===== src/rtl/muldiv_ctrl.sv =====
`timescale 1ns/1ps
// -----------------------------------------------------------------------------
// muldiv_ctrl
//
// Iterative RV32M multiply/divide sequencer placed beside the execute-stage
// ALU. An accepted operation runs DW radix-2 shift-add (multiply) or
// restoring-subtract (divide) iterations on operand magnitudes. The sign is
// fixed up when the result is presented. Divide-by-zero and signed overflow
// skip the iterations and complete on the cycle after accept.
//
// Ports
//   clk_i        core clock, all state on rising edge
//   rst_ni       asynchronous active-low reset
//   valid_i      execute stage holds an M-extension op
//   func3_i      000 MUL, 001 MULH, 010 MULHSU, 011 MULHU,
//                100 DIV, 101 DIVU, 110 REM,  111 REMU
//   operand_a_i  rs1 value
//   operand_b_i  rs2 value
//   flush_i      pipeline flush, aborts any operation in flight
//   result_o     result, meaningful while valid_o = 1, held afterwards
//   valid_o      one-cycle completion pulse
//   busy_o       sequencer is not idle
//   stall_o      valid_i & ~valid_o, holds the pipeline while the op runs
// -----------------------------------------------------------------------------
module muldiv_ctrl #(
    parameter int DW = 32
) (
    input  logic          clk_i,
    input  logic          rst_ni,
    input  logic          valid_i,
    input  logic [2:0]    func3_i,
    input  logic [DW-1:0] operand_a_i,
    input  logic [DW-1:0] operand_b_i,
    input  logic          flush_i,
    output logic [DW-1:0] result_o,
    output logic          valid_o,
    output logic          busy_o,
    output logic          stall_o
);

    localparam int CW = $clog2(DW) + 1;

    typedef enum logic [1:0] {
        IDLE = 2'd0,
        MUL  = 2'd1,
        DIV  = 2'd2,
        DONE = 2'd3
    } state_t;

    state_t state_reg, state_next;

    // Latched operation and iteration state
    logic [2:0]      func3_reg;
    logic            neg_res_reg;   // negate product / quotient at the end
    logic            neg_rem_reg;   // negate remainder at the end
    logic [DW-1:0]   mcand_reg;     // multiplicand or divisor magnitude
    logic [2*DW-1:0] prod_reg;      // {partial sum, remaining multiplier}
    logic [DW-1:0]   quo_reg;       // dividend shifting out, quotient shifting in
    logic [DW-1:0]   rem_reg;       // partial remainder
    logic [CW-1:0]   cnt_reg;
    logic [DW-1:0]   result_reg;

    // -------------------------------------------------------------------------
    // Request decode
    // -------------------------------------------------------------------------
    logic          req_is_div;
    logic          a_signed, b_signed;
    logic          a_neg, b_neg;
    logic [DW-1:0] a_mag, b_mag;
    logic          div_zero, div_ovf;
    logic          accept;

    always_comb begin
        req_is_div = func3_i[2];
        // Divides: DIV/REM signed, DIVU/REMU unsigned.
        // Multiplies: a signed unless MULHU, b signed only for MUL/MULH.
        a_signed   = req_is_div ? ~func3_i[0] : (func3_i[1:0] != 2'b11);
        b_signed   = req_is_div ? ~func3_i[0] : ~func3_i[1];
        a_neg      = a_signed & operand_a_i[DW-1];
        b_neg      = b_signed & operand_b_i[DW-1];
        a_mag      = a_neg ? -operand_a_i : operand_a_i;
        b_mag      = b_neg ? -operand_b_i : operand_b_i;
        div_zero   = req_is_div & (operand_b_i == '0);
        div_ovf    = req_is_div & ~func3_i[0]
                   & (operand_a_i == {1'b1, {(DW-1){1'b0}}})
                   & (operand_b_i == '1);
        accept     = (state_reg == IDLE) & valid_i & ~flush_i;
    end

    // -------------------------------------------------------------------------
    // Iteration datapath
    // -------------------------------------------------------------------------
    logic [DW:0]     mul_sum;
    logic [2*DW-1:0] prod_step;
    logic [DW:0]     rem_shift;
    logic [DW:0]     rem_trial;

    always_comb begin
        // Add multiplicand into the upper half when the multiplier LSB is set,
        // then shift the whole accumulator right, keeping the carry.
        mul_sum   = {1'b0, prod_reg[2*DW-1:DW]}
                  + (prod_reg[0] ? {1'b0, mcand_reg} : {(DW+1){1'b0}});
        prod_step = {mul_sum, prod_reg[DW-1:1]};
        // Restoring step: the remainder stays below the divisor, so the
        // shifted value fits DW+1 bits and the kept value fits DW bits.
        rem_shift = {rem_reg, quo_reg[DW-1]};
        rem_trial = rem_shift - {1'b0, mcand_reg};
    end

    // -------------------------------------------------------------------------
    // Final value select, sign fix-up applied on the full-width magnitudes
    // -------------------------------------------------------------------------
    logic [2*DW-1:0] prod_fix;
    logic [DW-1:0]   quo_fix;
    logic [DW-1:0]   rem_fix;
    logic [DW-1:0]   final_value;

    always_comb begin
        prod_fix = neg_res_reg ? -prod_reg : prod_reg;
        quo_fix  = neg_res_reg ? -quo_reg  : quo_reg;
        rem_fix  = neg_rem_reg ? -rem_reg  : rem_reg;
        case (func3_reg)
            3'b000:                final_value = prod_fix[DW-1:0];
            3'b001, 3'b010, 3'b011: final_value = prod_fix[2*DW-1:DW];
            3'b100, 3'b101:        final_value = quo_fix;
            default:               final_value = rem_fix;
        endcase
    end

    // -------------------------------------------------------------------------
    // FSM
    // -------------------------------------------------------------------------
    always_ff @(posedge clk_i or negedge rst_ni) begin
        if (!rst_ni) begin
            state_reg <= IDLE;
        end else begin
            state_reg <= state_next;
        end
    end

    always_comb begin
        state_next = state_reg;
        case (state_reg)
            IDLE: begin
                if (accept) begin
                    if (!req_is_div)             state_next = MUL;
                    else if (div_zero | div_ovf) state_next = DONE;
                    else                         state_next = DIV;
                end
            end
            MUL, DIV: begin
                if (cnt_reg == CW'(1)) state_next = DONE;
            end
            DONE:    state_next = IDLE;
            default: state_next = IDLE;
        endcase
        if (flush_i) state_next = IDLE;
    end

    // -------------------------------------------------------------------------
    // Datapath registers
    // -------------------------------------------------------------------------
    always_ff @(posedge clk_i or negedge rst_ni) begin
        if (!rst_ni) begin
            func3_reg   <= '0;
            neg_res_reg <= 1'b0;
            neg_rem_reg <= 1'b0;
            mcand_reg   <= '0;
            prod_reg    <= '0;
            quo_reg     <= '0;
            rem_reg     <= '0;
            cnt_reg     <= '0;
            result_reg  <= '0;
        end else if (accept) begin
            func3_reg <= func3_i;
            cnt_reg   <= CW'(DW);
            mcand_reg <= req_is_div ? b_mag : a_mag;
            prod_reg  <= {{DW{1'b0}}, b_mag};
            if (div_zero) begin
                // Results bypass the sign fix-up: all-ones quotient and the
                // raw dividend as remainder.
                neg_res_reg <= 1'b0;
                neg_rem_reg <= 1'b0;
                quo_reg     <= '1;
                rem_reg     <= operand_a_i;
            end else if (div_ovf) begin
                neg_res_reg <= 1'b0;
                neg_rem_reg <= 1'b0;
                quo_reg     <= {1'b1, {(DW-1){1'b0}}};
                rem_reg     <= '0;
            end else begin
                neg_res_reg <= a_neg ^ b_neg;
                neg_rem_reg <= a_neg;
                quo_reg     <= a_mag;
                rem_reg     <= '0;
            end
        end else begin
            case (state_reg)
                MUL: begin
                    prod_reg <= prod_step;
                    cnt_reg  <= cnt_reg - CW'(1);
                end
                DIV: begin
                    if (!rem_trial[DW]) begin
                        rem_reg <= rem_trial[DW-1:0];
                        quo_reg <= {quo_reg[DW-2:0], 1'b1};
                    end else begin
                        rem_reg <= rem_shift[DW-1:0];
                        quo_reg <= {quo_reg[DW-2:0], 1'b0};
                    end
                    cnt_reg <= cnt_reg - CW'(1);
                end
                DONE: begin
                    // Keep the delivered value visible after the pulse.
                    result_reg <= final_value;
                end
                default: ;
            endcase
        end
    end

    // -------------------------------------------------------------------------
    // Outputs
    // -------------------------------------------------------------------------
    assign valid_o  = (state_reg == DONE);
    assign busy_o   = (state_reg != IDLE);
    assign result_o = valid_o ? final_value : result_reg;
    assign stall_o  = valid_i & ~valid_o;

endmodule


===== config.mk =====
export PLATFORM = sky130hd
export DESIGN_NAME = muldiv_ctrl
export DESIGN_NICKNAME = d
export VERILOG_FILES = /design/src/rtl/muldiv_ctrl.sv
export SDC_FILE = /design/constraint.sdc
export NUM_CORES = 1
export LEC_CHECK = 0
export BUFFER_PORTS_ARGS = -buffer_cell sky130_fd_sc_hd__buf_2
export CAP_MARGIN = 20
export CORE_UTILIZATION = 30
export DETAILED_ROUTE_END_ITERATION = 7
export SYNTH_ARGS = -nofsm -noshare
export SYNTH_HDL_FRONTEND = slang
export SYNTH_SLANG_ARGS = --single-unit
export TNS_END_PERCENT = 5

===== constraint.sdc =====
create_clock -name clk_i -period 11.48 [get_ports clk_i]
set_clock_uncertainty 0.2 [all_clocks]
set_input_delay 2.296 -clock clk_i [delete_from_list [all_inputs] [get_ports clk_i]]
set_output_delay 2.296 -clock clk_i [all_outputs]
set_load 0.01 [all_outputs]

=== Word-level counts from Yosys, hierarchy flattened ===
Index checks and enable logic that the tools add are counted.

* Bits in registers: 205
* Word-level logic and storage cells: 92
* Input bits: 71
* Output and inout port bits: 35

* $add $sub $neg: 8
* Mux-type cells: 34
* Eq/ne operators: 14
* Reduce and logical (&&, ||, !) cells: 11
* Bitwise gates (word level): 15

{| class="wikitable"
|+ Operators by type and width
! kind !! number
|-
| 32-bit two-way mux || 15
|-
| 64-bit two-way mux || 3
|-
| 32-bit negator || 4
|-
| 32-bit case mux with 3 select lines || 1
|-
| 32-bit equality test, second input constant || 2
|-
| 64-bit negator || 1
|-
| 32-bit by 32-bit adder with 33-bit output || 1
|-
| 33-bit by 32-bit subtractor with 33-bit output || 1
|-
| 32-bit logical NOT || 1
|-
| 6-bit two-way mux || 2
|-
| 1-bit AND || 9
|-
| 1-bit two-way mux || 8
|-
| 2-bit two-way mux || 4
|-
| 2-bit nonzero test || 4
|-
| 3-bit by 2-bit equality test with 1-bit output, second input constant || 2
|-
| 3-bit equality test, second input constant || 2
|-
| 6-bit by 1-bit equality test with 1-bit output, second input constant || 1
|-
| 2-bit case mux with 3 select lines || 1
|-
| 6-bit by 1-bit subtractor with 6-bit output, second input constant || 1
|-
| 2-bit equality test, second input constant || 2
|-
| 1-bit NOT || 4
|-
| 2-bit OR reduction || 2
|-
| 3-bit by 1-bit equality test with 1-bit output, second input constant || 1
|-
| 3-bit logical NOT || 1
|-
| 9 further kinds || 9
|}

=== Longest topological paths before layout ===
* Word-level depth: 10
* Depth in mapped cells: 14

=== Worst setup path after synthesis ===
Ideal clock, no wire load.

* Path kind: register -> output
* From: register prod_reg[25]
* To: output port result_o[19]
* Setup slack: 6.044 ns
* Stages on the path, launching flop included: 10
* Data required time: 8.984 ns
* Buffers on the path: 0
* Arrival: 2.940 ns
* Cell sequence: dfrtp_1 > or4_4 > or4_4 > nor3_4 > nand3_2 > or3_1 > o31a_1 > xor2_1 > a211oi_2 > nor2_1

* Longest elaborated chain between the ends: 4

{| class="wikitable"
|+ Ends and longest elaborated chain
! element !! RTL line !! RTL
|-
| from (decl) || 57 || <nowiki>logic [2*DW-1:0] prod_reg;</nowiki>
|-
| from (signal assigned) || 178 || <nowiki>prod_reg <= {{DW{1'b0}}, b_mag};</nowiki>
|-
| from (signal assigned) || 200 || <nowiki>prod_reg <= prod_step;</nowiki>
|-
| 64-bit negator || 119 || <nowiki>prod_fix = neg_res_reg ? -prod_reg : prod_reg;</nowiki>
|-
| 64-bit two-way mux || 119 ||
|-
| 32-bit case mux with 3 select lines || 122 || <nowiki>case (func3_reg)</nowiki>
|-
| 32-bit two-way mux || n/a ||
|-
| to (decl) || 35 || <nowiki>output logic [DW-1:0] result_o,</nowiki>
|}

Every way passes these cells.

=== Final worst setup path ===
* From: register prod_reg[0]
* To: output port result_o[24]

The elaborated chain is that of the path after synthesis.

==> results.py <==
metrics = {
    "timing": {
        "finalCritPeriodShare_pct": 65.6,
        "hold_viol": 0,
        "setup-tns-final_ns": 0,
        "max_freq_ghz": 0.133,
        "layout_min_cycle_time_ns": 7.53,
        "setup_viol": 0,
        "rsz0062_at_grt": "no",
        "slew_headroom_pct": 21.7,
        "worst_pin_slew_ns": 1.17,
        "layout_setup_ws_ns": 3.95,
        "finalMaxSlewViolations": 0,
    },
    "route": {
        "drc": 0,
        "ant_nets": 0,
        "viasPerCell": 5.94,
        "drtIter0Drc": 2060,
        "drt_pass1_iterations": 5,
        "post_drt_wl_per_cell_um": 24.0,
        "routed_wl_um": 75100,
        "vias": 18600,
    },
    "synthesis": {
        "ys_ff_latch": 205,
        "yosys.area.top_type": "dfrtp_1",
        "netlist_instances": 2310,
        "syn_nets": 2460,
        "synthArstFlopShare_pct": 100,
        "synth.area.top_cells": "dfrtp_1 28%, o21ai_0 6.6%, xor2_1 5.6%, ha_1 5.3%, a21oi_1 5.1%",
        "yosys_warnings": 0,
        "syn-cell-area_mm2": 0.0182,
        "seq_area_frac_synth_pct": 28.2,
        "synth-main-ff-cell": "dfrtp_1",
        "synth_edf_count": 0,
        "synth_cell_types": 81,
        "synth_area_per_cell_um2": 7.86,
        "synth_top_area_share_pct": 28.2,
    },
    "global_route": {
        "grt_max_degree": 172,
        "grt_pass1_wl_um": 111000,
        "grt_util_all_layers_pct": 24.0,
        "overflow": 0,
        "grt_pass1_vias": 17000,
        "antenna_found_initial": 1,
    },
    "worst_setup_path": {
        "crit_path_cell_trace": "inv_1 -> ha_1 -> nor3b_1 -> and3_1 -> and3_1 -> nand4_1 -> nand2_1 -> mux2_2 -> nor2_1 -> a2111oi_0 -> buf_4 -> a21oi_1 -> buf_2",
        "critPathLaunchType": "flip-flop",
        "cp_slowest_cell": "a2111oi_0",
        "cp.arrival_ns": 5.03,
        "regToRegSetupSlack_ns": 6.84,
        "criticalPathCategory": "reg2out",
        "crit_top_cell": "and3_1",
        "worst_ep_required_time_ns": 8.98,
        "cp_slowest_stage_delay_ns": 0.70,
        "crit_fanout": 32,
        "end_kind": "output pin",
    },
    "final_layout": {
        "largest_reg_flops": 64,
        "regArea_mm2": 0.00513,
        "final_cell_mix": "241 x o21ai_0, 233 x nor2_1, 219 x nand2_1",
        "syn_to_final_growth_pct": 11.6,
        "antenna_cells": 0,
        "layout_commonest_cell": "o21ai_0",
        "multi_input_area_mm2": 0.0123,
        "final_nets": 2486,
        "layout-drive-gt1-share_pct": 8.96,
        "fill_cells": 6273,
    },
    "clocking": {
        "path_clk_slew_ns": 0.07,
        "cts.sinks": 205,
        "ctsResizeCount": 0,
        "max-clock-path-buffers": 3,
        "ctsRootBufferMaster": "clkbuf_16",
        "cts.htree.levels": 1,
        "clk_latency_ns": 0.59,
        "cts_hold_buf": 0,
        "cts_tree": "built",
        "cts_made_buffers": 26,
        "cts_setup_buffers": 0,
    },
    "floorplanning": {
        "die_h_um": 248,
        "io_pins": 106,
        "num_rows": 89,
        "core_region_area_mm2": 0.0595,
        "start_util_pct": 30.6,
        "die_area_mm2": 0.0615,
        "die_width_um": 248,
    },
    "power": {
        "p_per_area_mw_per_mm2": 327,
        "ir_worst_vdd_v": 0.000300,
        "leakage_uw": 0.00832,
    },
    "place": {
        "dp_hpwl_um": 58200,
        "post-place-ws_ns": 4.62,
        "portBuffers": 105,
        "gp_congestion": 0.965,
    },
    "job": {
        "maxCapViolCount": 0,
    },
    "run_status": {
        "status": "complete, no violations",
    },
    "worst_hold_path": {
        "holdCritPathClass": "reg2reg",
    },
}
[where the power goes]
group	leakage, uW	switching, uW	internal [uW]
Combinational	0.00537	2640	1530
Clock	0.000416	356	480
Sequential	0.00254	564	1060
[per-stage QoR]
stage	hold WS (ns)	cells	total power, uW	area, um^2	util (%)
global route	0.311	3127	7060	20300	34.1
finish	0.281	3127	6630	20300	34.1
global placement	0.253	3079	5600	19400	32.6
floorplan	0.242	2310	4300	18200	-
detailed placement	0.271	3080	5660	19400	32.6
CTS	0.284	3126	6520	20200	34.1
[critical path, delay by kind of cell (launching register included)]
family / cells / cell delay (ns)
simple gates: 6 / 1.68
buf+inv: 3 / 1.09
flops: 1 / 0.45
mux: 1 / 0.17
fa+ha+maj: 1 / 0.30
compound gates: 2 / 0.77
[path summary, 6_finish.rpt]
kind / from / endpoint / cells past startpoint
max: prod_reg[0] / result_o[24] / 13
min: result_reg[9] / result_reg[9] / 2
max reg2reg: prod_reg[0] / result_reg[24] / 12
min reg2reg: result_reg[9] / result_reg[9] / 2
max in group asynchronous: rst_ni / result_reg[8] / 2
min in group asynchronous: rst_ni / prod_reg[12] / 1
[cells in the mapped netlist, types with 15 or more instances]
library cell  count
nor3_1           48
a21o_1           37
or3_1            20
o31ai_1          39
ha_1             77
a22oi_1          21
nand3_1          44
nand2b_1         15
or4_1            18
o41ai_1          25
o211ai_1         21
nor2_1          234
xnor2_1         105
a211oi_1         39
xor2_1          116
mux2i_1          84
dfrtp_1         205
clkbuf_1        112
o22ai_1          15
nand2_1         219
a31oi_1          19
a21oi_1         184
o21ai_0         241
o21a_1           22
inv_1            73
nand4_1          29
nor2b_1          24
nor4_1           26
[cell type report]
cell class              instances  share of cell area, %
repair buffers                126                   3.64
clock buffers                  37                   3.71
flip-flops and latches        205                   25.3
clock inverters                 9                  0.531
multi-input cells            1903                   60.7
inverters                      74                   1.37
well taps                     773                   4.77
[per-layer routing]
layer | part of all wire [%] | vias up | global-route usage, %
li1 | - | 8502 | -
met1 | 44 | 9000 | 34.1
met2 | 42 | 943 | 35.1
met3 | 9.9 | 133 | 5.21
met4 | 4.2 | 2 | 8.93
met5 | 0.013 | - | 0
[logic make-up (layout without fill, tap and decap cells)]
group,after synthesis,in the layout,share of synthesized area (%)
flops,205,205,28.2
mux,91,91,5.06
buf+inv,202,246,4.19
xor+xnor,222,222,10.7
simple gates,750,750,19.8
fa+ha+maj,79,79,5.52
compound gates,761,761,26.4
Power figures use the tool's default switching activity.
